### src/rtl/periph_rr_arbiter_ot_if.sv
// ---------------------------------------------------------------------------
// periph_rr_arbiter_ot_if
//
// Bundles the request/response bus of the round-robin peripheral arbiter.
// Carries both sides: the N core-side request ports (flattened per-master
// vectors) and the single peripheral-target port.
//
// Modports:
//   slave  - the arbiter's view. It receives master requests and target
//            responses. It drives grants, routed responses and the
//            target request.
//   master - the environment's view. This covers the core-side requesters
//            plus the peripheral target, and is the mirror of 'slave'.
//
// Signals (N = N_MASTER):
//   req_i/add_i/wen_i/atop_i/wdata_i/be_i   per-master request and payload
//   gnt_o/r_valid_o                         per-master grant / response valid
//   r_rdata_o                               response data, broadcast
//   slv_req_o/slv_add_o/.../slv_be_o        request + payload to the target
//   slv_gnt_i/slv_r_valid_i/slv_r_rdata_i   target grant / response
// ---------------------------------------------------------------------------
interface periph_rr_arbiter_ot_if #(
    parameter int N_MASTER   = 4,
    parameter int ADDR_WIDTH = 32,
    parameter int DATA_WIDTH = 32,
    parameter int BE_WIDTH   = DATA_WIDTH / 8
);
    // core-side requests
    logic [N_MASTER-1:0]            req_i;
    logic [N_MASTER*ADDR_WIDTH-1:0] add_i;
    logic [N_MASTER-1:0]            wen_i;
    logic [N_MASTER*6-1:0]          atop_i;
    logic [N_MASTER*DATA_WIDTH-1:0] wdata_i;
    logic [N_MASTER*BE_WIDTH-1:0]   be_i;

    // core-side grants and responses
    logic [N_MASTER-1:0]            gnt_o;
    logic [N_MASTER-1:0]            r_valid_o;
    logic [DATA_WIDTH-1:0]          r_rdata_o;

    // target-side request
    logic                           slv_req_o;
    logic [ADDR_WIDTH-1:0]          slv_add_o;
    logic                           slv_wen_o;
    logic [5:0]                     slv_atop_o;
    logic [DATA_WIDTH-1:0]          slv_wdata_o;
    logic [BE_WIDTH-1:0]            slv_be_o;

    // target-side grant and response
    logic                           slv_gnt_i;
    logic                           slv_r_valid_i;
    logic [DATA_WIDTH-1:0]          slv_r_rdata_i;

    modport slave (
        input  req_i, add_i, wen_i, atop_i, wdata_i, be_i,
        input  slv_gnt_i, slv_r_valid_i, slv_r_rdata_i,
        output gnt_o, r_valid_o, r_rdata_o,
        output slv_req_o, slv_add_o, slv_wen_o, slv_atop_o, slv_wdata_o, slv_be_o
    );

    modport master (
        output req_i, add_i, wen_i, atop_i, wdata_i, be_i,
        output slv_gnt_i, slv_r_valid_i, slv_r_rdata_i,
        input  gnt_o, r_valid_o, r_rdata_o,
        input  slv_req_o, slv_add_o, slv_wen_o, slv_atop_o, slv_wdata_o, slv_be_o
    );
endinterface

### src/rtl/periph_rr_arbiter_ot.sv
// ---------------------------------------------------------------------------
// periph_rr_arbiter_ot
//
// N-master to 1-slave round-robin arbiter with grant-based flow control.
// Each accepted transaction pushes the index of its master into an in-order
// FIFO. Each response from the target pops that FIFO and is routed to the
// master at its head. Responses must therefore return in grant order.
//
// Ports:
//   clk            clock, rising edge
//   rst            asynchronous reset, active-high
//   bus            arbiter side (slave modport) of periph_rr_arbiter_ot_if
//   outstanding_o  number of granted-but-unanswered transactions
//   resp_err_o     sticky flag: response arrived with nothing outstanding
// ---------------------------------------------------------------------------
module periph_rr_arbiter_ot #(
    parameter int N_MASTER        = 4,
    parameter int ADDR_WIDTH      = 32,
    parameter int DATA_WIDTH      = 32,
    parameter int BE_WIDTH        = DATA_WIDTH / 8,
    parameter int MAX_OUTSTANDING = 4
) (
    input  logic                                   clk,
    input  logic                                   rst,
    periph_rr_arbiter_ot_if.slave                  bus,
    output logic [$clog2(MAX_OUTSTANDING+1)-1:0]   outstanding_o,
    output logic                                   resp_err_o
);
    localparam int IDX_W = (N_MASTER > 1) ? $clog2(N_MASTER) : 1;
    localparam int PTR_W = (MAX_OUTSTANDING > 1) ? $clog2(MAX_OUTSTANDING) : 1;
    localparam int CNT_W = $clog2(MAX_OUTSTANDING + 1);

    localparam logic [N_MASTER-1:0] ONE = N_MASTER'(1);

    // ---------------------------------------------------------------- state
    logic [IDX_W-1:0] rr_ptr;
    logic [IDX_W-1:0] fifo_mem [MAX_OUTSTANDING];
    logic [PTR_W-1:0] wr_ptr;
    logic [PTR_W-1:0] rd_ptr;
    logic [CNT_W-1:0] count;
    logic             resp_err;

    // ------------------------------------------------------------ decisions
    logic [IDX_W-1:0] winner;
    logic [IDX_W-1:0] cand;
    logic             found;
    logic             any_req;
    logic             full;
    logic             empty;
    logic             push;
    logic             pop;
    logic             orphan;
    logic [IDX_W-1:0] head;
    int               idx;

    assign any_req = |bus.req_i;
    // Full is taken from the registered count, so a response popping in the
    // same cycle does not open a slot until the next cycle.
    assign full    = (count == CNT_W'(MAX_OUTSTANDING));
    assign empty   = (count == '0);
    assign head    = fifo_mem[rd_ptr];

    // Cyclic scan starting at rr_ptr; the first requester wins.
    // NOTE: every variable gets a default before the loop so that no path
    // leaves it unassigned, which would infer a latch.
    always_comb begin
        winner = '0;
        cand   = '0;
        found  = 1'b0;
        idx    = 0;
        for (int k = 0; k < N_MASTER; k++) begin
            idx = int'(rr_ptr) + k;
            if (idx >= N_MASTER) idx = idx - N_MASTER;
            cand = IDX_W'(idx);
            if (!found && bus.req_i[cand]) begin
                found  = 1'b1;
                winner = cand;
            end
        end
    end

    assign push   = bus.slv_req_o & bus.slv_gnt_i;
    assign pop    = bus.slv_r_valid_i & ~empty & ~rst;
    assign orphan = bus.slv_r_valid_i & empty;

    // ------------------------------------------------------------- outputs
    assign bus.slv_req_o = any_req & ~full & ~rst;

    always_comb begin
        bus.slv_add_o   = '0;
        bus.slv_wen_o   = 1'b0;
        bus.slv_atop_o  = '0;
        bus.slv_wdata_o = '0;
        bus.slv_be_o    = '0;
        if (any_req) begin
            bus.slv_add_o   = bus.add_i  [winner*ADDR_WIDTH +: ADDR_WIDTH];
            bus.slv_wen_o   = bus.wen_i  [winner];
            bus.slv_atop_o  = bus.atop_i [winner*6 +: 6];
            bus.slv_wdata_o = bus.wdata_i[winner*DATA_WIDTH +: DATA_WIDTH];
            bus.slv_be_o    = bus.be_i   [winner*BE_WIDTH +: BE_WIDTH];
        end
    end

    assign bus.gnt_o     = push ? (ONE << winner) : '0;
    assign bus.r_valid_o = pop  ? (ONE << head)   : '0;
    assign bus.r_rdata_o = bus.slv_r_rdata_i;

    assign outstanding_o = count;
    assign resp_err_o    = resp_err;

    // ----------------------------------------------------------- sequential
    // NOTE: sequential state uses non-blocking assignments so all registers
    // update from the same pre-edge values regardless of statement order.
    always_ff @(posedge clk or posedge rst) begin
        if (rst) begin
            rr_ptr   <= '0;
            wr_ptr   <= '0;
            rd_ptr   <= '0;
            count    <= '0;
            resp_err <= 1'b0;
        end else begin
            if (push) begin
                rr_ptr <= (winner == IDX_W'(N_MASTER - 1)) ? '0 : winner + 1'b1;
                wr_ptr <= (wr_ptr == PTR_W'(MAX_OUTSTANDING - 1)) ? '0 : wr_ptr + 1'b1;
            end
            if (pop) begin
                rd_ptr <= (rd_ptr == PTR_W'(MAX_OUTSTANDING - 1)) ? '0 : rd_ptr + 1'b1;
            end
            unique case ({push, pop})
                2'b10:   count <= count + 1'b1;
                2'b01:   count <= count - 1'b1;
                default: count <= count;
            endcase
            if (orphan) resp_err <= 1'b1;
        end
    end

    // NOTE: the FIFO storage has no reset. Entries are only read below the
    // occupancy count, and that count is reset.
    always_ff @(posedge clk) begin
        if (push) fifo_mem[wr_ptr] <= winner;
    end
endmodule

### src/flat_wrapper.sv
// flat-port wrapper written by rule: the top's interface ports become plain ports
module periph_rr_arbiter_ot_flat 
#(
    parameter int N_MASTER        = 4,
    parameter int ADDR_WIDTH      = 32,
    parameter int DATA_WIDTH      = 32,
    parameter int BE_WIDTH        = DATA_WIDTH / 8,
    parameter int MAX_OUTSTANDING = 4
)
  (clk, rst, outstanding_o, resp_err_o, bus_req_i, bus_add_i, bus_wen_i, bus_atop_i, bus_wdata_i, bus_be_i, bus_slv_gnt_i, bus_slv_r_valid_i, bus_slv_r_rdata_i, bus_gnt_o, bus_r_valid_o, bus_r_rdata_o, bus_slv_req_o, bus_slv_add_o, bus_slv_wen_o, bus_slv_atop_o, bus_slv_wdata_o, bus_slv_be_o);
  periph_rr_arbiter_ot_if #(.N_MASTER(N_MASTER), .ADDR_WIDTH(ADDR_WIDTH), .DATA_WIDTH(DATA_WIDTH), .BE_WIDTH(BE_WIDTH)) bus_i ();
  input  logic clk;
  input  logic rst;
  output logic [$clog2(MAX_OUTSTANDING+1)-1:0] outstanding_o;
  output logic resp_err_o;
  input wire logic [$bits(bus_i.req_i)-1:0] bus_req_i;
  input wire logic [$bits(bus_i.add_i)-1:0] bus_add_i;
  input wire logic [$bits(bus_i.wen_i)-1:0] bus_wen_i;
  input wire logic [$bits(bus_i.atop_i)-1:0] bus_atop_i;
  input wire logic [$bits(bus_i.wdata_i)-1:0] bus_wdata_i;
  input wire logic [$bits(bus_i.be_i)-1:0] bus_be_i;
  input wire logic [$bits(bus_i.slv_gnt_i)-1:0] bus_slv_gnt_i;
  input wire logic [$bits(bus_i.slv_r_valid_i)-1:0] bus_slv_r_valid_i;
  input wire logic [$bits(bus_i.slv_r_rdata_i)-1:0] bus_slv_r_rdata_i;
  output wire logic [$bits(bus_i.gnt_o)-1:0] bus_gnt_o;
  output wire logic [$bits(bus_i.r_valid_o)-1:0] bus_r_valid_o;
  output wire logic [$bits(bus_i.r_rdata_o)-1:0] bus_r_rdata_o;
  output wire logic [$bits(bus_i.slv_req_o)-1:0] bus_slv_req_o;
  output wire logic [$bits(bus_i.slv_add_o)-1:0] bus_slv_add_o;
  output wire logic [$bits(bus_i.slv_wen_o)-1:0] bus_slv_wen_o;
  output wire logic [$bits(bus_i.slv_atop_o)-1:0] bus_slv_atop_o;
  output wire logic [$bits(bus_i.slv_wdata_o)-1:0] bus_slv_wdata_o;
  output wire logic [$bits(bus_i.slv_be_o)-1:0] bus_slv_be_o;
  assign bus_i.req_i = bus_req_i;
  assign bus_i.add_i = bus_add_i;
  assign bus_i.wen_i = bus_wen_i;
  assign bus_i.atop_i = bus_atop_i;
  assign bus_i.wdata_i = bus_wdata_i;
  assign bus_i.be_i = bus_be_i;
  assign bus_i.slv_gnt_i = bus_slv_gnt_i;
  assign bus_i.slv_r_valid_i = bus_slv_r_valid_i;
  assign bus_i.slv_r_rdata_i = bus_slv_r_rdata_i;
  assign bus_gnt_o = bus_i.gnt_o;
  assign bus_r_valid_o = bus_i.r_valid_o;
  assign bus_r_rdata_o = bus_i.r_rdata_o;
  assign bus_slv_req_o = bus_i.slv_req_o;
  assign bus_slv_add_o = bus_i.slv_add_o;
  assign bus_slv_wen_o = bus_i.slv_wen_o;
  assign bus_slv_atop_o = bus_i.slv_atop_o;
  assign bus_slv_wdata_o = bus_i.slv_wdata_o;
  assign bus_slv_be_o = bus_i.slv_be_o;
  periph_rr_arbiter_ot #(.N_MASTER(N_MASTER), .ADDR_WIDTH(ADDR_WIDTH), .DATA_WIDTH(DATA_WIDTH), .BE_WIDTH(BE_WIDTH), .MAX_OUTSTANDING(MAX_OUTSTANDING)) u_core (.clk(clk), .rst(rst), .bus(bus_i), .outstanding_o(outstanding_o), .resp_err_o(resp_err_o));
endmodule
### config.mk
export PLATFORM = sky130hd
export DESIGN_NAME = periph_rr_arbiter_ot_flat
export DESIGN_NICKNAME = d
export VERILOG_FILES = /design/src/rtl/periph_rr_arbiter_ot_if.sv /design/src/rtl/periph_rr_arbiter_ot.sv /design/src/flat_wrapper.sv
export SDC_FILE = /design/constraint.sdc
export NUM_CORES = 1
export LEC_CHECK = 0
export CAP_MARGIN = 20
export CORE_AREA = 8 8 173 175
export DETAILED_ROUTE_END_ITERATION = 7
export DIE_AREA = 0 0 181 183
export PLACE_DENSITY = 0.48
export SLEW_MARGIN = 10
export SYNTH_ARGS = -nofsm -noshare
export SYNTH_HDL_FRONTEND = slang
export SYNTH_SLANG_ARGS = --single-unit
### constraint.sdc
create_clock -name clk -period 4.8 [get_ports clk]
set_input_delay 1.44 -clock clk [delete_from_list [all_inputs] [get_ports clk]]
set_output_delay 1.44 -clock clk [all_outputs]
set_load 0.01 [all_outputs]
# Word level (Yosys, flattened, before mapping)

Memories as Yosys holds them, arrays and structs flattened.
Cells that the tools add are included.

Register bits: 10
Bits in latches: 0
Memory bits (writable): 8
ROM bits: 0
Input bits: 340
Output and inout port bits: 120
Logic and storage cells: 92
Memories kept: 1

Add/sub/neg operators: 12
$mul: 1
Divide/modulo/power cells: 0
Magnitude comparators: 9
Eq/ne operators: 6
Shift-type cells: 6
Muxes and demuxes: 34
Bitwise logic cells: 9
Reductions and logical operators: 9

Memories:

| memory          | words | width | read ports | clocked after Yosys merged registers in | wr ports | line                       | RTL |
|---|---|---|---|---|---|---|---|
| u_core.fifo_mem | 4     | 2     | 1          | 0                                       | 1        | periph_rr_arbiter_ot.sv:37 | `logic [IDX_W-1:0] fifo_mem [MAX_OUTSTANDING];` |

Operators with widths:

| kind                | number |
|---|---|
| $shiftx 128x8->32   | 2 |
| $mux 32             | 2 |
| $shiftx 24x6->6     | 1 |
| $mux 2              | 11 |
| $shiftx 16x5->4     | 1 |
| $lt 2x3->1 const B  | 5 |
| $mux 4              | 3 |
| $mux 1              | 11 |
| $bmux 1 s2          | 5 |
| $ge 3x3->1 const B  | 3 |
| $eq 2x2->1 const B  | 4 |
| $shl 1x2->4 const A | 2 |
| $sub 2x1->2 const B | 4 |
| $add 2x1->2 const B | 3 |
| $add 2x2->3 const B | 2 |
| $and 1x1->1         | 6 |
| $mux 6              | 1 |
| $pmux 3 s2          | 1 |
| $mul 2x2->4 const B | 1 |
| $reduce_or 4->1     | 1 |
| $add 2x1->3 const B | 1 |
| $add 3x1->3 const B | 1 |
| $eq 3x3->1 const B  | 1 |
| $ge 2x3->1 const B  | 1 |
| 7 further kinds     | 13 |

# Depth between registers and ports, before layout

Gate-level depths: netlist (run 1).

Word-level depth: 17
Gate-level depth with buffers: 10
Mapped depth without buffers: 10

# Worst setup path after synthesis (run 1)

Ideal clock, no wire load.

Path kind: input -> output
Start: input port bus_req_i[0]
End: output port bus_gnt_o[3]
Data arrival time: 2750 ps
Data required time: 3360 ps
Slack: 610 ps
Cell stages on the path: 7
Path buffers: 1
Cell sequence: nor2b_1 nor2_1 o22ai_1 clkbuf_1 inv_1 ha_1 and3_1

Cells in the longest elaborated chain, start to end: 14
Elaborated cells between the ends (all ways): 27
Classes of those cells: 1 x shift; 16 x mux; 3 x bitwise; 7 x reduce/logical

Ends and longest elaborated chain:

| what                         | line                        | RTL |
|---|---|---|
| start: declaration           | flat_wrapper.sv:16          | `input wire logic [$bits(bus_i.req_i)-1:0] bus_req_i;` |
| $bmux 1 s2                   | periph_rr_arbiter_ot.sv:75  | `if (!found && bus.req_i[cand]) begin` |
| $mux 1 (not written as such) | periph_rr_arbiter_ot.sv:75  |  |
| $mux 1                       | periph_rr_arbiter_ot.sv:75  |  |
| $logic_not 1->1              | periph_rr_arbiter_ot.sv:75  |  |
| $logic_and 1x1->1            | periph_rr_arbiter_ot.sv:75  |  |
| $mux 1                       | periph_rr_arbiter_ot.sv:75  |  |
| $logic_not 1->1              | periph_rr_arbiter_ot.sv:75  |  |
| $logic_and 1x1->1            | periph_rr_arbiter_ot.sv:75  |  |
| $mux 1                       | periph_rr_arbiter_ot.sv:75  |  |
| $logic_not 1->1              | periph_rr_arbiter_ot.sv:75  |  |
| $logic_and 1x1->1            | periph_rr_arbiter_ot.sv:75  |  |
| $mux 2 *                     | periph_rr_arbiter_ot.sv:75  |  |
| via u_core.winner[1]         | periph_rr_arbiter_ot.sv:44  | `logic [IDX_W-1:0] winner;` |
| $shl 1x2->4 *                | periph_rr_arbiter_ot.sv:104 | `assign bus.gnt_o = push ? (ONE << winner) : '0;` |
| $mux 4 *                     | periph_rr_arbiter_ot.sv:104 |  |
| end: declaration             | flat_wrapper.sv:25          | `output wire logic [$bits(bus_i.gnt_o)-1:0] bus_gnt_o;` |

Mark *: on every way through the listed nets, which the timed path passes. The rest lies on a longest branch. The select of a mux whose other input is x is not followed.

# Final worst setup path (run 1)

Start: input port bus_req_i[3]
End: output port bus_slv_add_o[29]

Cells in the longest elaborated chain, start to end: 14
Elaborated cells between the ends (all ways): 24
Classes of those cells: 1 x shift; 16 x mux; 7 x reduce/logical

Ends and longest elaborated chain:

| what                         | line                       | RTL |
|---|---|---|
| $bmux 1 s2                   | periph_rr_arbiter_ot.sv:75 |  |
| $mux 1 (not written as such) | periph_rr_arbiter_ot.sv:75 |  |
| $mux 1                       | periph_rr_arbiter_ot.sv:75 |  |
| $logic_not 1->1              | periph_rr_arbiter_ot.sv:75 |  |
| $logic_and 1x1->1            | periph_rr_arbiter_ot.sv:75 |  |
| $mux 1                       | periph_rr_arbiter_ot.sv:75 |  |
| $logic_not 1->1              | periph_rr_arbiter_ot.sv:75 |  |
| $logic_and 1x1->1            | periph_rr_arbiter_ot.sv:75 |  |
| $mux 1                       | periph_rr_arbiter_ot.sv:75 |  |
| $logic_not 1->1              | periph_rr_arbiter_ot.sv:75 |  |
| $logic_and 1x1->1            | periph_rr_arbiter_ot.sv:75 |  |
| $mux 2                       | periph_rr_arbiter_ot.sv:75 |  |
| $shiftx 128x8->32            | periph_rr_arbiter_ot.sv:96 | `bus.slv_add_o = bus.add_i [winner*ADDR_WIDTH +: ADDR_WIDTH];` |
| $mux 32 *                    | periph_rr_arbiter_ot.sv:95 | `if (any_req) begin` |
| end: declaration             | flat_wrapper.sv:29         | `output wire logic [$bits(bus_i.slv_add_o)-1:0] bus_slv_add_o;` |

Mark *: on every way between the ends. The rest lies on a longest branch, timed or not. The select of a mux whose other input is x is not followed.

==> reports/summary.txt, run 1 <==
=====================================================================================
Worst-skew pair later-pin latency                                              240 ps
Number of buffers inserted for hold repair after clock tree synthesis               0
Sequential fraction of the synthesis area                                       0.141
Die outline area                                                           0.0331 mm²
GRT Residual Overflow                                                               0
Residual antenna-violating net count after detailed routing                         0
Slowest library cell on the worst path                                   sky130_fd_sc_hd__dlygate4sd2_1
TritonCTS Buffers                                                                   3
Yosys warns                                                                         0
Number of storage elements in the synthesis netlist                                18
Logic depth of the worst path, buffers included                                    11
Startpoint Class                                                         primary input
Drt total wl                                                                  22.6 mm
Share of post-route cells with drive strength above 1                           0.169
Worst Path Buf+Inv                                                                  6
Cell breakdown of the critical path                                      dlygate4sd2_1 > nor2b_4 > nor3b_2 > buf_4 > o22ai_4 > buf_12 > buf_16 > buf_12 > mux2i_4 > o22ai_1 > dlygate4sd2_1
Minimum clock period                                                          4720 ps
Count of final setup violators                                                      0
Std-Cell Core Area                                                         0.0273 mm²
Vias per std cell                                                                4.04
Largest fanout on the critical path                                                 8
Drt first pass iters                                                                4
Pwr Density                                                                411 mW/mm²
Commonest cells after routing, fill and taps aside                       sky130_fd_sc_hd__clkdlybuf4s50_1 (312), sky130_fd_sc_hd__mux2i_1 (135), sky130_fd_sc_hd__o22ai_1 (70)
Clock sink count                                                                   18
Count of unresolved DRC violations after routing                                    0
Total routed wire length on the met1 layer                                    8.87 mm
Number of nets in the finished design                                           1,129
Distinct cells, synth                                                              34
Leading cell type in the layout, fill and taps excluded                  sky130_fd_sc_hd__clkdlybuf4s50_1
Largest vdd supply drop                                                      0.147 mV
Routed wire length on met2                                                    11.7 mm
Die Span Y                                                                     183 µm
Overall track demand over capacity in global routing                            0.128
Post-Syn Nets                                                                     732
Final max-slew violation count                                                      0
Total number of H-tree levels                                                       1
Largest cells by area after synthesis                                    sky130_fd_sc_hd__mux2i_1 (43%), sky130_fd_sc_hd__o22ai_1 (14%), sky130_fd_sc_hd__dfrtp_1 (7.2%), sky130_fd_sc_hd__buf_4 (7.1%), sky130_fd_sc_hd__edfxtp_1 (6.9%)
Capturing element type of the critical path                                output pin
Maximum buffer depth of the clock tree                                              2
Reported max-cap violation count                                                    0
Via Count                                                                       4,546
Avg Synthesized Cell Area                                                    9.15 µm²
Data arrival time of the critical path                                        3280 ps
Hold path cells                                                                     1
Post-Synthesis Cell Area                                                  0.00348 mm²
Number of cell rows                                                                61
I/O pin cnt                                                                       460
Top-area cell type share of the netlist area                                    0.431
Type of the most critical hold path                                        reg -> reg
Routed wire length on met3                                                    1.71 mm
Worst path required time                                                      3360 ps
Reg-to-reg critical path startpoint                                      u_core.outstanding_o[0]$_DFFE_PP0P_
Port Buffer Count                                                                 395
Clock tree from TritonCTS                                                        done
Stage delay of the slowest cell on the critical path                           290 ps
Initial cell density of the core                                                0.128
DR top layer                                                                     met4
First-pass GRT wire length                                                    32.9 mm
Master cell of the clock root buffer                                     sky130_fd_sc_hd__clkbuf_16
Drt initial violations                                                             95
Area added between synthesis and finish                                          141%
Initial antenna violation count                                                     1
Fin. Hold Viols                                                                     0
Clk_skew                                                                      1.11 ps
HPWL after DPL                                                                19.0 mm
Crit Path Category                                                          in -> out
Launch point of the worst path                                           bus_req_i[3]
Number of cells on the worst reg-to-reg path                                       11
Post-layout util                                                                0.308
Cell taking the most area after synthesis                                sky130_fd_sc_hd__mux2i_1
Relative slew margins                                                           0.758
Post-Synthesis Cells                                                              381
Highest clock frequency the design can meet                                   212 MHz
Top Family by Delay on Critical Path                                     buffers and inverters
Tot Pwr                                                                       3460 µW
Chip Width                                                                     181 µm
Clock-pin slew of the registers on the worst-case setup and hold paths          50 ps
Routability congestion estimate                                                 0.788
Avg WL per Cell                                                               20.1 µm
Launch instance of the worst min-delay path                              u_core.resp_err_o$_DFFE_PP0P_
Final worst path period share                                                   0.983
Outcome                                                                     completed
Pin count of the biggest net entering global routing                               39
Leakage component of the power                                             0.00380 µW
Number of global-route vias before repair                                       4,973
Worst Max-Slew Pin Slew                                                        363 ps
=====================================================================================
## per-layer routing
layer,up-vias,GRT usage
met3,28,0.0366
met1,2077,0.147
li1,2238,-
met2,203,0.232
met5,-,0
met4,0,0.0269
## sequential cells by signal, summed over array words and instances, names as in the netlist
name / cells
u_core.outstanding_o: 3
u_core.wr_ptr: 2
u_core.rd_ptr: 2
u_core.fifo_mem: 8
u_core.rr_ptr: 2
u_core.resp_err_o: 1
## what timing repair did
| action | in CTS | in global routing |
|---|---|---|
| endpoints found under the setup margin | 80 | 77 |
| gates resized for setup | 173 | 56 |
| gates cloned | 5 | 1 |
| buffers inserted | 4 | 1 |
| pin swaps | 3 | 3 |
## layout make-up
cell class / count / area [µm²]
clock buffers: 4 / 78.8
repair buffers: 457 / 4660
diodes: 1 / 2.50
multi-input cells: 289 / 2710
inverters: 9 / 33.8
fillers: 2937 / 18900
flip-flops and latches: 18 / 490
well taps: 346 / 433
## cell families (layout without fill, tap and decap cells)
family,count (synthesis),count (layout),synth area share
other cells,0,1,0
flops,18,18,0.141
compound gates,88,88,0.164
mux,155,155,0.453
fa+ha+maj,11,11,0.0417
xor+xnor,3,3,0.00754
simple gates,32,32,0.0542
buf+inv,74,470,0.139
## synth_stat cells, drive strengths merged
master and number:
a21boi 1, a21o 3, a311oi 1, and2 1, and3 9, and3b 1, buf 53, clkbuf 12
dfrtp 10, edfxtp 8, fa 1, ha 10, inv 9, mux2 3, mux2i 150, mux4 2
nand2 5, nor2 4, nor2b 5, nor3 2, nor3b 3, nor4 1, o21ai 5, o22ai 77
o31ai 1, or3 1, xnor2 1, xor2 2
## worst paths after layout
path	to	slack, ps
max	bus_slv_add_o[29]	80
min	u_core.resp_err_o$_DFFE_PP0P_	470
max reg2reg	u_core.outstanding_o[2]$_DFFE_PP0P_	2540
min reg2reg	u_core.resp_err_o$_DFFE_PP0P_	470
max in group asynchronous	u_core.rd_ptr[0]$_DFFE_PP0P_	2920
min in group asynchronous	u_core.resp_err_o$_DFFE_PP0P_	1620
## power breakdown
| group | internal (µW) | switching [µW] |
|---|---|---|
| logic | 1680 | 1330 |
| clock network | 112 | 48.0 |
| registers | 218 | 61.9 |
## through the flow
stage                     instance area, µm²  instances  hold WS (ps)  worst slack [ps]  TNS (ps)
final                                   8410       1124           466              83.0         0
after global routing                    8410       1124           478            -0.108    -0.108
after CTS                               8340       1122           468              2.00         0
after detailed placement                8030       1110           457              -500    -30810
after global placement                  8030       1110           457              -516    -30690
after floorplan                         3480        381           493               610         0
(Power assumes the default switching activity.)
==> run 2, diff against run 1 <==
- CAP_MARGIN: 20 -> 15
==> results of run 2 <==
Same layout as run 1: the final DEF is identical, and so are final timing and power.
